`src/rtl/fetch_pkg.sv`:
```
// fetch_pkg -- shared types and constants for the instruction fetch unit.
//
// Contents:
//   DEFAULT_RESET_ADDR : default first word address fetched after reset
//   fetch_state_t      : fetch FSM states (IDLE, REQ, WAIT, DRAIN)
//   fetch_entry_t      : instruction queue entry {instr, pc}
//   next_word()        : word-address increment, wraps 32'hFFFF_FFFF -> 0

package fetch_pkg;

  localparam logic [31:0] DEFAULT_RESET_ADDR = 32'h0000_0000;

  typedef enum logic [1:0] {
    IDLE  = 2'd0,
    REQ   = 2'd1,
    WAIT  = 2'd2,
    DRAIN = 2'd3
  } fetch_state_t;

  typedef struct packed {
    logic [31:0] instr;
    logic [31:0] pc;
  } fetch_entry_t;

  // Addresses are word addresses, so sequential fetch is a plain +1 that
  // wraps naturally at 32 bits.
  function automatic logic [31:0] next_word(input logic [31:0] addr);
    return addr + 32'd1;
  endfunction

endpackage

```
`src/rtl/fetch_queue.sv`:
```
// fetch_queue -- synchronous FIFO holding fetched instructions for decode.
//
// Parameters:
//   DEPTH      : number of entries (power of two, 2..16)
// Ports:
//   clk, rst   : clock, asynchronous active-high reset
//   flush      : empties the queue; wins over push and pop
//   push       : write push_data (ignored when full unless popping too)
//   push_data  : entry to write
//   pop        : drop the head entry (ignored when empty)
//   head       : current head entry (contents undefined when empty)
//   full/empty : occupancy flags
//   count      : number of valid entries (0..DEPTH)

module fetch_queue
  import fetch_pkg::*;
#(
  parameter int DEPTH = 4
) (
  input  logic                     clk,
  input  logic                     rst,
  input  logic                     flush,
  input  logic                     push,
  input  fetch_entry_t             push_data,
  input  logic                     pop,
  output fetch_entry_t             head,
  output logic                     full,
  output logic                     empty,
  output logic [$clog2(DEPTH):0]   count
);

  localparam int AW = $clog2(DEPTH);
  localparam int CW = AW + 1;

  fetch_entry_t   slots [DEPTH];
  logic [AW-1:0]  rd_ptr;
  logic [AW-1:0]  wr_ptr;
  logic           do_push;
  logic           do_pop;

  // A full queue can still accept a push when the head leaves on the same
  // edge, which keeps the count unchanged.
  assign empty   = (count == '0);
  assign full    = (count == CW'(DEPTH));
  assign do_pop  = pop && !empty;
  assign do_push = push && (!full || do_pop);
  assign head    = slots[rd_ptr];

  // Pointers and occupancy; DEPTH is a power of two so the pointers wrap
  // by plain overflow.
  always_ff @(posedge clk or posedge rst) begin
    if (rst) begin
      rd_ptr <= '0;
      wr_ptr <= '0;
      count  <= '0;
    end else if (flush) begin
      rd_ptr <= '0;
      wr_ptr <= '0;
      count  <= '0;
    end else begin
      if (do_push) wr_ptr <= wr_ptr + AW'(1);
      if (do_pop)  rd_ptr <= rd_ptr + AW'(1);
      count <= count + CW'(do_push) - CW'(do_pop);
    end
  end

  // Entry storage needs no reset; only slots behind the pointers are read.
  always_ff @(posedge clk) begin
    if (do_push && !flush) slots[wr_ptr] <= push_data;
  end

endmodule

```
`src/rtl/instr_fetch.sv`:
```
// instr_fetch -- instruction fetch unit: issues word reads to instruction
// memory (one outstanding at a time), queues the returned words with their
// addresses and hands them to decode in order. A redirect flushes the queue
// and restarts fetch at a new address.
//
// Parameters:
//   QDEPTH       : instruction queue entries (power of two, 2..16)
//   RESET_ADDR   : first word address fetched after reset
// Ports:
//   clk, rst       : clock, asynchronous active-high reset
//   redirect       : one-cycle pulse, restart fetch at redirect_addr
//   redirect_addr  : new word address
//   imem_req       : read request valid
//   imem_addr      : requested word address
//   imem_gnt       : request accepted this cycle
//   imem_rvalid    : read data valid (one per granted request)
//   imem_rdata     : instruction word
//   instr_valid    : queue head valid for decode
//   instr_ready    : decode accepts head
//   instr          : head instruction (0 when not valid)
//   instr_pc       : head word address (0 when not valid)
//   stall_cnt      : only with INSTR_FETCH_STALL_CNT_EN defined; saturating
//                    count of cycles decode was ready but nothing was valid

module instr_fetch
  import fetch_pkg::*;
#(
  parameter int          QDEPTH     = 4,
  parameter logic [31:0] RESET_ADDR = DEFAULT_RESET_ADDR
) (
  input  logic        clk,
  input  logic        rst,
  input  logic        redirect,
  input  logic [31:0] redirect_addr,
  output logic        imem_req,
  output logic [31:0] imem_addr,
  input  logic        imem_gnt,
  input  logic        imem_rvalid,
  input  logic [31:0] imem_rdata,
  output logic        instr_valid,
  input  logic        instr_ready,
  output logic [31:0] instr,
  output logic [31:0] instr_pc
`ifdef INSTR_FETCH_STALL_CNT_EN
  ,
  output logic [31:0] stall_cnt
`endif
);

  localparam int CW = $clog2(QDEPTH) + 1;

  fetch_state_t  state;
  fetch_state_t  state_next;
  logic [31:0]   fetch_addr;
  logic [31:0]   pending_pc;
  logic          grant;
  logic          q_push;
  logic          q_pop;
  logic          q_full;
  logic          q_empty;
  logic [CW-1:0] q_count;
  logic [CW:0]   count_after_push;
  logic          room_after_push;
  fetch_entry_t  q_head;
  fetch_entry_t  q_in;

  assign grant = imem_req && imem_gnt;

  // Redirect beats pop: the head being accepted is discarded by the flush.
  assign q_pop = instr_valid && instr_ready && !redirect;

  // Occupancy once the response arriving now is pushed; deciding whether
  // to request again from this value keeps one slot reserved for every
  // outstanding read, so the queue can never overflow.
  assign count_after_push = {1'b0, q_count} + (CW+1)'(1) - (CW+1)'(q_pop);
  assign room_after_push  = count_after_push < (CW+1)'(QDEPTH);

  assign q_in = '{instr: imem_rdata, pc: pending_pc};

  fetch_queue #(
    .DEPTH(QDEPTH)
  ) u_queue (
    .clk      (clk),
    .rst      (rst),
    .flush    (redirect),
    .push     (q_push),
    .push_data(q_in),
    .pop      (q_pop),
    .head     (q_head),
    .full     (q_full),
    .empty    (q_empty),
    .count    (q_count)
  );

  assign instr_valid = !q_empty;
  assign instr       = q_empty ? 32'd0 : q_head.instr;
  assign instr_pc    = q_empty ? 32'd0 : q_head.pc;
  assign imem_addr   = fetch_addr;

  // FSM state register.
  always_ff @(posedge clk or posedge rst) begin
    if (rst) state <= IDLE;
    else     state <= state_next;
  end

  // Next state and request/push strobes. DRAIN waits out a response whose
  // request was overtaken by a redirect; if that response lands in the
  // same cycle as the redirect it is simply dropped and fetch resumes.
  always_comb begin
    state_next = state;
    imem_req   = 1'b0;
    q_push     = 1'b0;
    case (state)
      IDLE: begin
        if (redirect || !q_full) state_next = REQ;
      end
      REQ: begin
        imem_req = 1'b1;
        if (imem_gnt) state_next = redirect ? DRAIN : WAIT;
      end
      WAIT: begin
        q_push = imem_rvalid && !redirect;
        if (imem_rvalid) state_next = (redirect || room_after_push) ? REQ : IDLE;
        else if (redirect) state_next = DRAIN;
      end
      DRAIN: begin
        if (imem_rvalid) state_next = REQ;
      end
      default: state_next = IDLE;
    endcase
  end

  // Fetch address moves only on a grant or a redirect, which keeps
  // imem_addr stable while a request waits for its grant.
  always_ff @(posedge clk or posedge rst) begin
    if (rst) begin
      fetch_addr <= RESET_ADDR;
      pending_pc <= '0;
    end else begin
      if (grant) pending_pc <= fetch_addr;
      if (redirect)   fetch_addr <= redirect_addr;
      else if (grant) fetch_addr <= next_word(fetch_addr);
    end
  end

`ifdef INSTR_FETCH_STALL_CNT_EN
  // Decode-starvation counter, saturating at all ones.
  always_ff @(posedge clk or posedge rst) begin
    if (rst) begin
      stall_cnt <= '0;
    end else if (instr_ready && !instr_valid && (stall_cnt != 32'hFFFF_FFFF)) begin
      stall_cnt <= stall_cnt + 32'd1;
    end
  end
`endif

endmodule

```
`config.mk`:
```
export PLATFORM = sky130hd
export DESIGN_NAME = instr_fetch
export DESIGN_NICKNAME = d
export VERILOG_FILES = /design/src/rtl/fetch_pkg.sv /design/src/rtl/fetch_queue.sv /design/src/rtl/instr_fetch.sv
export SDC_FILE = /design/constraint.sdc
export NUM_CORES = 1
export LEC_CHECK = 0
export ABC_AREA = 1
export CAP_MARGIN = 20
export CORE_UTILIZATION = 30
export CTS_BUF_LIST = sky130_fd_sc_hd__clkbuf_8
export DETAILED_ROUTE_END_ITERATION = 8
export DONT_BUFFER_PORTS = 1
export PLACE_DENSITY_LB_ADDON = 0.2
export SETUP_SLACK_MARGIN = 0.1
export SLEW_MARGIN = 40
export SYNTH_ARGS = -nofsm -noshare
export SYNTH_HDL_FRONTEND = slang
export SYNTH_SLANG_ARGS = --single-unit
```
`constraint.sdc`:
```
create_clock -name clk -period 4.4 [get_ports clk]
set_input_delay 0.88 -clock clk [delete_from_list [all_inputs] [get_ports clk]]
set_output_delay 0.88 -clock clk [all_outputs]
set_load 0.03 [all_outputs]
```
==> impl_metrics.env, run 1 <==
export IMPL_status="complete, no violations"
export IMPL_wl_per_cell_microns=18.3
export IMPL_cellPowerDensity_nw_per_um2=587
export IMPL_place_gp_congestion=0.832
export IMPL_start_util=0.304
export IMPL_drive_above_1_share=0.119
export IMPL_clock_sinks=329
export IMPL_maxCapViolCount=0
export IMPL_multi_input_area_sq_um=4040
export IMPL_cts_buffers=57
export IMPL_final_cell_mix="nor2_1 (304), edfxtp_1 (256), nand2_1 (204)"
export IMPL_die_h_microns=219
export IMPL_cts_root_buffer="clkbuf_8"
export IMPL_cts_buffer_depth=3
export IMPL_crit_required_ns=3.52
export IMPL_die_area_sq_um=47900
export IMPL_place_area_sq_um=15100
export IMPL_final_common_cell="nor2_1"
export IMPL_final_min_clock_period_ns=3.48
export IMPL_setup_viol=0
export IMPL_h_tree_depth=2
export IMPL_ys_seq_area_frac=0.674
export IMPL_cts_setup_buffers=0
export IMPL_synthArstFlopShare=0.222
export IMPL_cts_clk_slew_worst_paths_ns=0.06
export IMPL_crit_reg2reg_capture="u_queue.slots[1][55]"
export IMPL_synth_fp_nets=1436
export IMPL_fillers=4699
export IMPL_critPathMaxFanout=84
export IMPL_grt_ovfl_total=0
export IMPL_synthCells=1355
export IMPL_num_vias=9522
export IMPL_min_period_over_period=0.790
export IMPL_stdcell_area_sq_um=16200
export IMPL_drt_total_wl_microns=37500
export IMPL_antenna_found_initial=0
export IMPL_port_buffers=0
export IMPL_hpwl_microns=23500
export IMPL_synth_edff_count=256
export IMPL_area_growth_synth_to_final_pct=14.8
export IMPL_ioPinCount=168
export IMPL_grt_pass1_vias=9346
export IMPL_endpoint_kind="primary output"
export IMPL_hold_viol_final=0
export IMPL_ctsResizeCount=0
export IMPL_via_per_inst=4.65
export IMPL_grt_pass1_wl_microns=56500
export IMPL_hold_class="primary input to asynchronous set/reset pin"
export IMPL_clk_latency_ns=0.63
export IMPL_die_w_microns=219
export IMPL_drt_pass1_iterations=5
export IMPL_core_area_sq_um=46500
export IMPL_drtIter0Drc=456
export IMPL_avgSynthCellArea_sq_um=10.4
export IMPL_start_kind="register"
export IMPL_finalMaxSlewViolations=0
export IMPL_worstSetupPathType="register to primary output"
export IMPL_startpoint="u_queue.rd_ptr[0]"
export IMPL_yosys_cell_types_count=32
export IMPL_rsz0062_at_grt="false"
export IMPL_r2r_slack_ns=2.02
export IMPL_cp_endpoint="instr[30]"
export IMPL_cellLeakagePower_nw=6.10
export IMPL_synthFlopType="edfxtp_1"
export IMPL_arrival_ns=2.60
export IMPL_cts_tree="yes"
export IMPL_hold_ws_ns=0.193
export IMPL_grt_total_usage=0.157
export IMPL_ant_nets=0
export IMPL_r2r_cells=7
export IMPL_drcViolationCount=0
export IMPL_max_freq_mhz=288
export IMPL_num_rows=79
export IMPL_regArea_sq_um=9520
export IMPL_timing_rr_start="state[0]"
export IMPL_syn_area_sq_um=14100
export IMPL_ys_warn_count=0
export IMPL_relSlewSlack=0.458
export IMPL_ir_drop_v=0.000267
export IMPL_tightest_slew_ns=0.815
export IMPL_finalPower_mw=9.52
export IMPL_final_nets=1475
export IMPL_hold_buffers=0
export IMPL_grt_max_degree=130
export IMPL_fin_skew_ns=0.0228
export IMPL_diodes=0
export IMPL_ys_seq_elements=329
cells by family after synthesis:
family / Yosys count / share of synthesized area
buf+inv: 150 / 0.0431
simple gates: 582 / 0.168
flops: 329 / 0.674
fa+ha+maj: 11 / 0.0103
xor+xnor: 7 / 0.00435
compound gates: 276 / 0.0999
state kept, by name, indices dropped and copies added (netlist names):
register,count
imem_addr,32
pending_pc,32
state,2
u_queue.count,3
u_queue.rd_ptr,2
u_queue.slots,256
u_queue.wr_ptr,2
synth_stat cells, drive strengths merged, types with 4 or more instances:
cell,instances,area (sq um)
nor2,323,1300
edfxtp,256,7690
nand2,216,846
o21ai,190,951
inv,85,319
a21oi,75,375
dfrtp,73,1830
buf,44,210
nand3,36,180
clkbuf,21,78.8
ha,10,125
xor2,6,52.6
nand4,4,25.0
o211ai,4,30.0
o21bai,4,30.0
report_power, final:
part | total (mW) | switching [mW] | internal [mW]
combinational | 2.57 | 1.91 | 0.658
clock | 2.70 | 1.27 | 1.43
sequential | 4.25 | 0.486 | 3.76
total | 9.52 | 3.67 | 5.85
cell type report:
cell class,instances,share of cell area
Sequential cell,329,0.588
Tap cell,607,0.0469
Multi-Input combinational cell,876,0.249
Clock inverter,42,0.0148
Clock buffer,63,0.0535
Inverter,85,0.0198
Timing Repair Buffer,45,0.0283
through the flow:
step | cells | utilization | worst slack, ns | setup TNS (ns)
6_report | 2047 | 0.349 | 0.923 | 0
5_1_grt | 2047 | 0.349 | 0.736 | 0
4_1_cts | 2047 | 0.349 | 0.808 | 0
3_5_place_dp | 1942 | 0.325 | 1.50 | 0
3_3_place_gp | 1941 | 0.324 | 1.48 | 0
2_1_floorplan | 1355 | - | -0.190 | -48.76
routing by layer:
| metal | track usage | vias to the layer above | share of wire |
|---|---|---|---|
| li1 | - | 4665 | - |
| met3 | 0.0460 | 63 | 0.064 |
| met5 | 0 | - | 0 |
| met1 | 0.203 | 4558 | 0.45 |
| met4 | 0.0477 | 0 | 0.021 |
| met2 | 0.252 | 236 | 0.46 |
worst min-delay path by stage:
stage	slack (ns)	startpoint	endpoint	depth (start not counted)
global route	0.19	rst	u_queue.count[2]	1
floorplan	0.48	pending_pc[0]	u_queue.slots[0][0]	0
detailed placement	0.51	pending_pc[9]	u_queue.slots[2][9]	0
global placement	0.50	pending_pc[14]	u_queue.slots[2][14]	0
CTS	0.24	rst	pending_pc[17]	1
finish	0.19	rst	imem_addr[22]	1
critical path, stage by stage, from the launching register on:
cell	delay [ns]
dfrtp_4	0.49
clkinv_2	0.28
buf_12	0.36
o21ai_0	0.19
a21oi_1	0.61
Power figures use the tool's default switching activity.
==> run 2, diff against run 1 <==
clock period = 3 ns   (was 4.4 ns; I/O delays follow)
==> run 2 against run 1 <==
Net effect:
- setup slack got worse by 0.73 ns
- cell count rose by 3.0%
- final area rose by 3.6%
- combinational power rose by 65%
- clock power rose by 38%
- sequential share of layout area fell by 2.0 points
- register-to-register slack got worse by 1.3 ns
- highest routed layer unchanged
==> impl_metrics.env, run 2 (same netlist as run 1, synthesis figures left out) <==
export IMPL_status="complete, no violations"
export IMPL_hold_class="primary input to register"
export IMPL_critPathMaxFanout=65
export IMPL_r2r_cells=7
export IMPL_place_ws_ns=0.682
export IMPL_wl_per_cell_microns=17.9
export IMPL_p_clk_frac=0.262
export IMPL_max_freq_mhz=357
export IMPL_maxCapViolCount=0
export IMPL_max_stage_delay_ns=0.42
export IMPL_placedCellCount=1982
export IMPL_wl_met2_microns=17100
export IMPL_min_period_over_period=0.935
export IMPL_wl_met3_microns=2100
export IMPL_endpoint_kind="primary output"
export IMPL_grt_total_usage=0.154
export IMPL_drcViolationCount=0
export IMPL_place_gp_congestion=0.857
export IMPL_cellPowerDensity_nw_per_um2=846
export IMPL_die_area_sq_um=47900
export IMPL_num_rows=79
export IMPL_finalMaxSlewViolations=0
export IMPL_hold_viol_final=0
export IMPL_hold_depth=0
export IMPL_combPwrFrac=0.298
export IMPL_hp_start="imem_rdata[29]"
export IMPL_cpMaxStageDelayCell="dfrtp_1"
export IMPL_stdcell_area_sq_um=16800
export IMPL_antenna_found_initial=0
export IMPL_ioPinCount=168
export IMPL_fin_skew_ns=0.0264
export IMPL_crit_reg2reg_capture="u_queue.slots[3][56]"
export IMPL_intPower_mw=8.72
export IMPL_cp_num_buf_inv=3
export IMPL_power_switching_mw=5.47
export IMPL_area_growth_synth_to_final_pct=18.9
export IMPL_relSlewSlack=0.594
export IMPL_setup_viol=0
export IMPL_final_cell_mix="nor2_1 (304), edfxtp_1 (256), nand2_1 (205)"
export IMPL_largest_reg_flops=256
export IMPL_final_nets=1541
export IMPL_r2r_slack_ns=0.72
export IMPL_arrival_ns=2.20
export IMPL_cts_buffers=57
export IMPL_final_common_cell="nor2_1"
export IMPL_drt_pass1_iterations=5
export IMPL_cellLeakagePower_nw=6.44
export IMPL_place_area_sq_um=15400
export IMPL_seqPwrFrac=0.440
export IMPL_grt_max_degree=83
export IMPL_hold_path_end="u_queue.slots[1][61]"
export IMPL_cts_tree="yes"
export IMPL_start_util=0.304
export IMPL_cts_root_buffer="clkbuf_8"
export IMPL_cp_top_family="buffers and inverters"
export IMPL_crit_required_ns=2.40
export IMPL_ant_nets=0
export IMPL_tightest_slew_ns=0.608
export IMPL_setup_tns_ns=0
export IMPL_diodes=0
export IMPL_setup_slack_ns=0.196
export IMPL_top_layer_used="met4"
export IMPL_clk_latency_ns=0.64
export IMPL_worstSetupPathType="register to primary output"
export IMPL_grt_pass1_vias=9845
export IMPL_start_kind="register"
export IMPL_swShare=0.386
export IMPL_grt_ovfl_total=0
export IMPL_cts_setup_buffers=0
export IMPL_core_area_sq_um=46500
export IMPL_die_w_microns=219
export IMPL_die_h_microns=219
export IMPL_cts_clk_slew_worst_paths_ns=0.06
export IMPL_worstPathCellList="nor2_1 -> inv_1 -> nor2_4 -> clkbuf_16 -> a21oi_1 -> buf_4"
export IMPL_port_buffers=0
export IMPL_top_register="u_queue.slots"
export IMPL_layoutNonFillerInstCount=2108
export IMPL_cts_buffer_depth=3
export IMPL_rsz0062_at_grt="true"
export IMPL_drt_total_wl_microns=37700
export IMPL_via_per_inst=4.65
export IMPL_drive_above_1_share=0.137
export IMPL_hpwl_microns=22700
export IMPL_utilization=0.361
export IMPL_ir_drop_v=0.000489
export IMPL_final_min_clock_period_ns=2.80
export IMPL_timing_rr_start="state[0]"
export IMPL_num_vias=9799
export IMPL_drtIter0Drc=515
export IMPL_grt_pass1_wl_microns=56600
export IMPL_h_tree_depth=2
export IMPL_wl_met1_microns=17300
export IMPL_clock_sinks=329
run 2: final cells by class:
cell class                      count  area [sq um]
Fill cell                        4689         29700
Sequential cell                   329          9520
Tap cell                          607           759
Multi-Input combinational cell    876          4040
Clock buffer                       61           840
Clock inverter                     39           183
Timing Repair Buffer              111          1110
Inverter                           85           329
run 2: stage by stage:
stage | total power, mW | hold WS (ns)
after detailed placement | 10.5 | 0.503
after global placement | 10.4 | 0.504
final | 14.2 | 0.0709
after CTS | 14.3 | 0.000274
after floorplan | 8.80 | 0.476
after global routing | 15.0 | 0.0209
run 2: how the worst max path moves through the flow:
stage / startpoint / to / depth (start not counted)
2_1_floorplan: redirect / u_queue.slots[0][0] / 6
3_3_place_gp: u_queue.rd_ptr[0] / instr_pc[22] / 6
3_5_place_dp: u_queue.rd_ptr[0] / instr_pc[22] / 6
4_1_cts: u_queue.rd_ptr[0] / instr_pc[15] / 6
5_1_grt: u_queue.count[2] / instr_pc[15] / 6
6_report: u_queue.count[2] / instr_pc[15] / 6
run 2: layer usage:
layer | vias to the layer above | track usage
li1 | 4793 | -
met1 | 4728 | 0.200
met4 | 0 | 0.0637
met3 | 70 | 0.0395
met2 | 208 | 0.245
met5 | - | 0
run 2: timing repair:
action                                  in CTS  in global routing
gates resized for setup                      6                  8
endpoints found under the setup margin      33                 32
hold endpoints to repair                    99                  0
gates cloned                                 0                  2
hold buffers                                24                  0
run 2: power groups by stage:
stage	Clock [mW]	Sequential, mW	Combinational, mW
final	3.72	6.25	4.23
after detailed placement	0	6.32	4.13
after global placement	0	6.31	4.10
after global routing	4.05	6.31	4.64
after floorplan	0	6.08	2.72
after CTS	3.89	6.24	4.22
==> run 3, diff against run 2 <==
DONT_BUFFER_PORTS = default   (was 1)
==> run 3 against run 2 <==
Net effect:
- global-route usage is 0.88 points higher
- power increased by 6.1%
- core utilization increased by 2.3 points
- largest cell class unchanged
- worst hold slack improved by 0.29 ns
==> impl_metrics.env, run 3 (same netlist as run 1, synthesis figures left out) <==
export IMPL_arrival_ns=2.21
export IMPL_grt_pass1_wl_microns=59100
export IMPL_cp_endpoint="instr_pc[21]"
export IMPL_cts_buffers=56
export IMPL_die_w_microns=219
export IMPL_area_growth_synth_to_final_pct=26.6
export IMPL_placedCellCount=2096
export IMPL_cts_buffer_depth=3
export IMPL_final_nets=1642
export IMPL_r2r_slack_ns=0.56
export IMPL_cp_num_cells=7
export IMPL_swShare=0.377
export IMPL_start_kind="register"
export IMPL_layoutNonFillerInstCount=2209
export IMPL_min_period_over_period=0.936
export IMPL_fillers=4590
export IMPL_cp_num_buf_inv=3
export IMPL_wl_per_cell_microns=17.7
export IMPL_relSlewSlack=0.677
export IMPL_clock_sinks=329
export IMPL_core_area_sq_um=46500
export IMPL_cts_tree="yes"
export IMPL_largest_reg_flops=256
export IMPL_hold_class="primary input to asynchronous set/reset pin"
export IMPL_start_util=0.304
export IMPL_cts_clk_slew_worst_paths_ns=0.07
export IMPL_hold_viol_final=0
export IMPL_drtIter0Drc=633
export IMPL_grt_total_usage=0.163
export IMPL_crit_required_ns=2.40
export IMPL_grt_ovfl_total=0
export IMPL_tightest_slew_ns=0.484
export IMPL_diodes=0
export IMPL_status="complete, no violations"
export IMPL_maxCapViolCount=0
export IMPL_hold_buffers=0
export IMPL_h_tree_depth=2
export IMPL_crit_reg2reg_capture="u_queue.count[2]"
export IMPL_top_register="u_queue.slots"
export IMPL_r2r_cells=15
export IMPL_setup_viol=0
export IMPL_seqPwrFrac=0.403
export IMPL_hpwl_microns=23800
export IMPL_crit_top_cell="nor2_1"
export IMPL_fin_skew_ns=0.0223
export IMPL_ioPinCount=168
export IMPL_finalMaxSlewViolations=0
export IMPL_die_area_sq_um=47900
export IMPL_worstSetupPathType="register to primary output"
export IMPL_ant_nets=0
export IMPL_setup_tns_ns=0
export IMPL_rsz0062_at_grt="true"
export IMPL_cp_top_family="flip-flops"
export IMPL_clk_latency_ns=0.63
export IMPL_cellPowerDensity_nw_per_um2=843
export IMPL_drt_total_wl_microns=39200
export IMPL_critPathMaxFanout=13
export IMPL_via_per_inst=4.62
export IMPL_die_h_microns=219
export IMPL_antenna_found_initial=0
export IMPL_final_cell_mix="nor2_1 (303), edfxtp_1 (256), nand2_1 (205)"
export IMPL_intPower_mw=9.38
export IMPL_port_buffers=167
export IMPL_drt_pass1_iterations=5
export IMPL_combPwrFrac=0.350
export IMPL_p_clk_frac=0.247
export IMPL_drive_above_1_share=0.151
export IMPL_cpMaxStageDelayCell="dfrtp_4"
export IMPL_num_vias=10208
export IMPL_endpoint_kind="primary output"
export IMPL_worstPathCellList="buf_12 -> clkbuf_16 -> nor2_1 -> nor2_1 -> o21ai_0 -> a21oi_1 -> buf_4"
export IMPL_utilization=0.384
export IMPL_num_rows=79
export IMPL_cellLeakagePower_nw=6.93
export IMPL_ir_drop_v=0.000328
export IMPL_place_gp_congestion=0.864
export IMPL_grt_max_degree=74
export IMPL_startpoint="u_queue.rd_ptr[0]"
export IMPL_cts_root_buffer="clkbuf_8"
export IMPL_timing_rr_start="u_queue.count[1]"
export IMPL_final_min_clock_period_ns=2.81
export IMPL_max_stage_delay_ns=0.54
export IMPL_drcViolationCount=0
export IMPL_grt_pass1_vias=10139
export IMPL_power_switching_mw=5.67
export IMPL_final_common_cell="nor2_1"
export IMPL_max_freq_mhz=356
## run 3: changes by cell type in the layout (fill, tap and decap cells not counted), moves of 15 or more
cell             change
clkdlybuf4s50_1    +102
dlygate4sd3_1       -24
buf_4               -22
clkbuf_2            +16
buf_2               +15
## run 3: worst min-delay path by stage
| stage | start | endpoint | slack (ns) | cells past startpoint |
|---|---|---|---|---|
| after floorplan | pending_pc[0] | u_queue.slots[0][0] | 0.48 | 0 |
| after global placement | pending_pc[7] | u_queue.slots[0][7] | 0.50 | 0 |
| after detailed placement | pending_pc[9] | u_queue.slots[0][9] | 0.51 | 0 |
| after CTS | rst | imem_addr[13] | 0.35 | 3 |
| after global routing | rst | imem_addr[13] | 0.37 | 3 |
| final | rst | imem_addr[13] | 0.36 | 3 |
## run 3: repair_timing
item                       in CTS  in global routing
pin swaps                       0                  3
setup endpoints to repair      58                 54
gates cloned                    3                  2
resized for setup              90                 70
buffers inserted                5                  4
## run 3: worst min-delay path, cell delays in order
cell             delay, ns
clkdlybuf4s50_1       0.41
inv_2                 0.07
buf_12                0.34
## run 3: stage by stage
step | hold slack (ns) | worst slack, ns | instance area [sq um] | total power [mW]
6_report | 0.363 | 0.191 | 17900 | 15.1
4_1_cts | 0.347 | 0.0499 | 17900 | 15.2
2_1_floorplan | 0.476 | -0.285 | 14100 | 8.80
3_5_place_dp | 0.511 | 0.343 | 16600 | 11.0
5_1_grt | 0.368 | 0.0633 | 17900 | 15.9
3_3_place_gp | 0.502 | 0.344 | 16600 | 11.0
## run 3: routing by layer
layer	up-vias	track usage	routed length, microns
li1	4997	-	-
met1	4850	0.217	17900
met2	284	0.258	17900
met3	77	0.0344	2120
met4	0	0.0676	1230
met5	-	0	0
## run 3: power by group through the flow
stage	registers (mW)	clock network [mW]	logic [mW]
after global placement	6.13	0	4.83
final	6.07	3.72	5.27
after floorplan	6.08	0	2.72
after CTS	6.06	3.85	5.28
after global routing	6.13	4.04	5.72
after detailed placement	6.15	0	4.84
## run 3: area by class of cell
cell class	instances	area, sq um	area share
inverters	85	327	0.0183
multi-input cells	876	4080	0.229
clock inverters	39	198	0.0111
well taps	607	759	0.0425
clock buffers	60	826	0.0462
repair buffers	213	2150	0.120
flip-flops and latches	329	9520	0.533
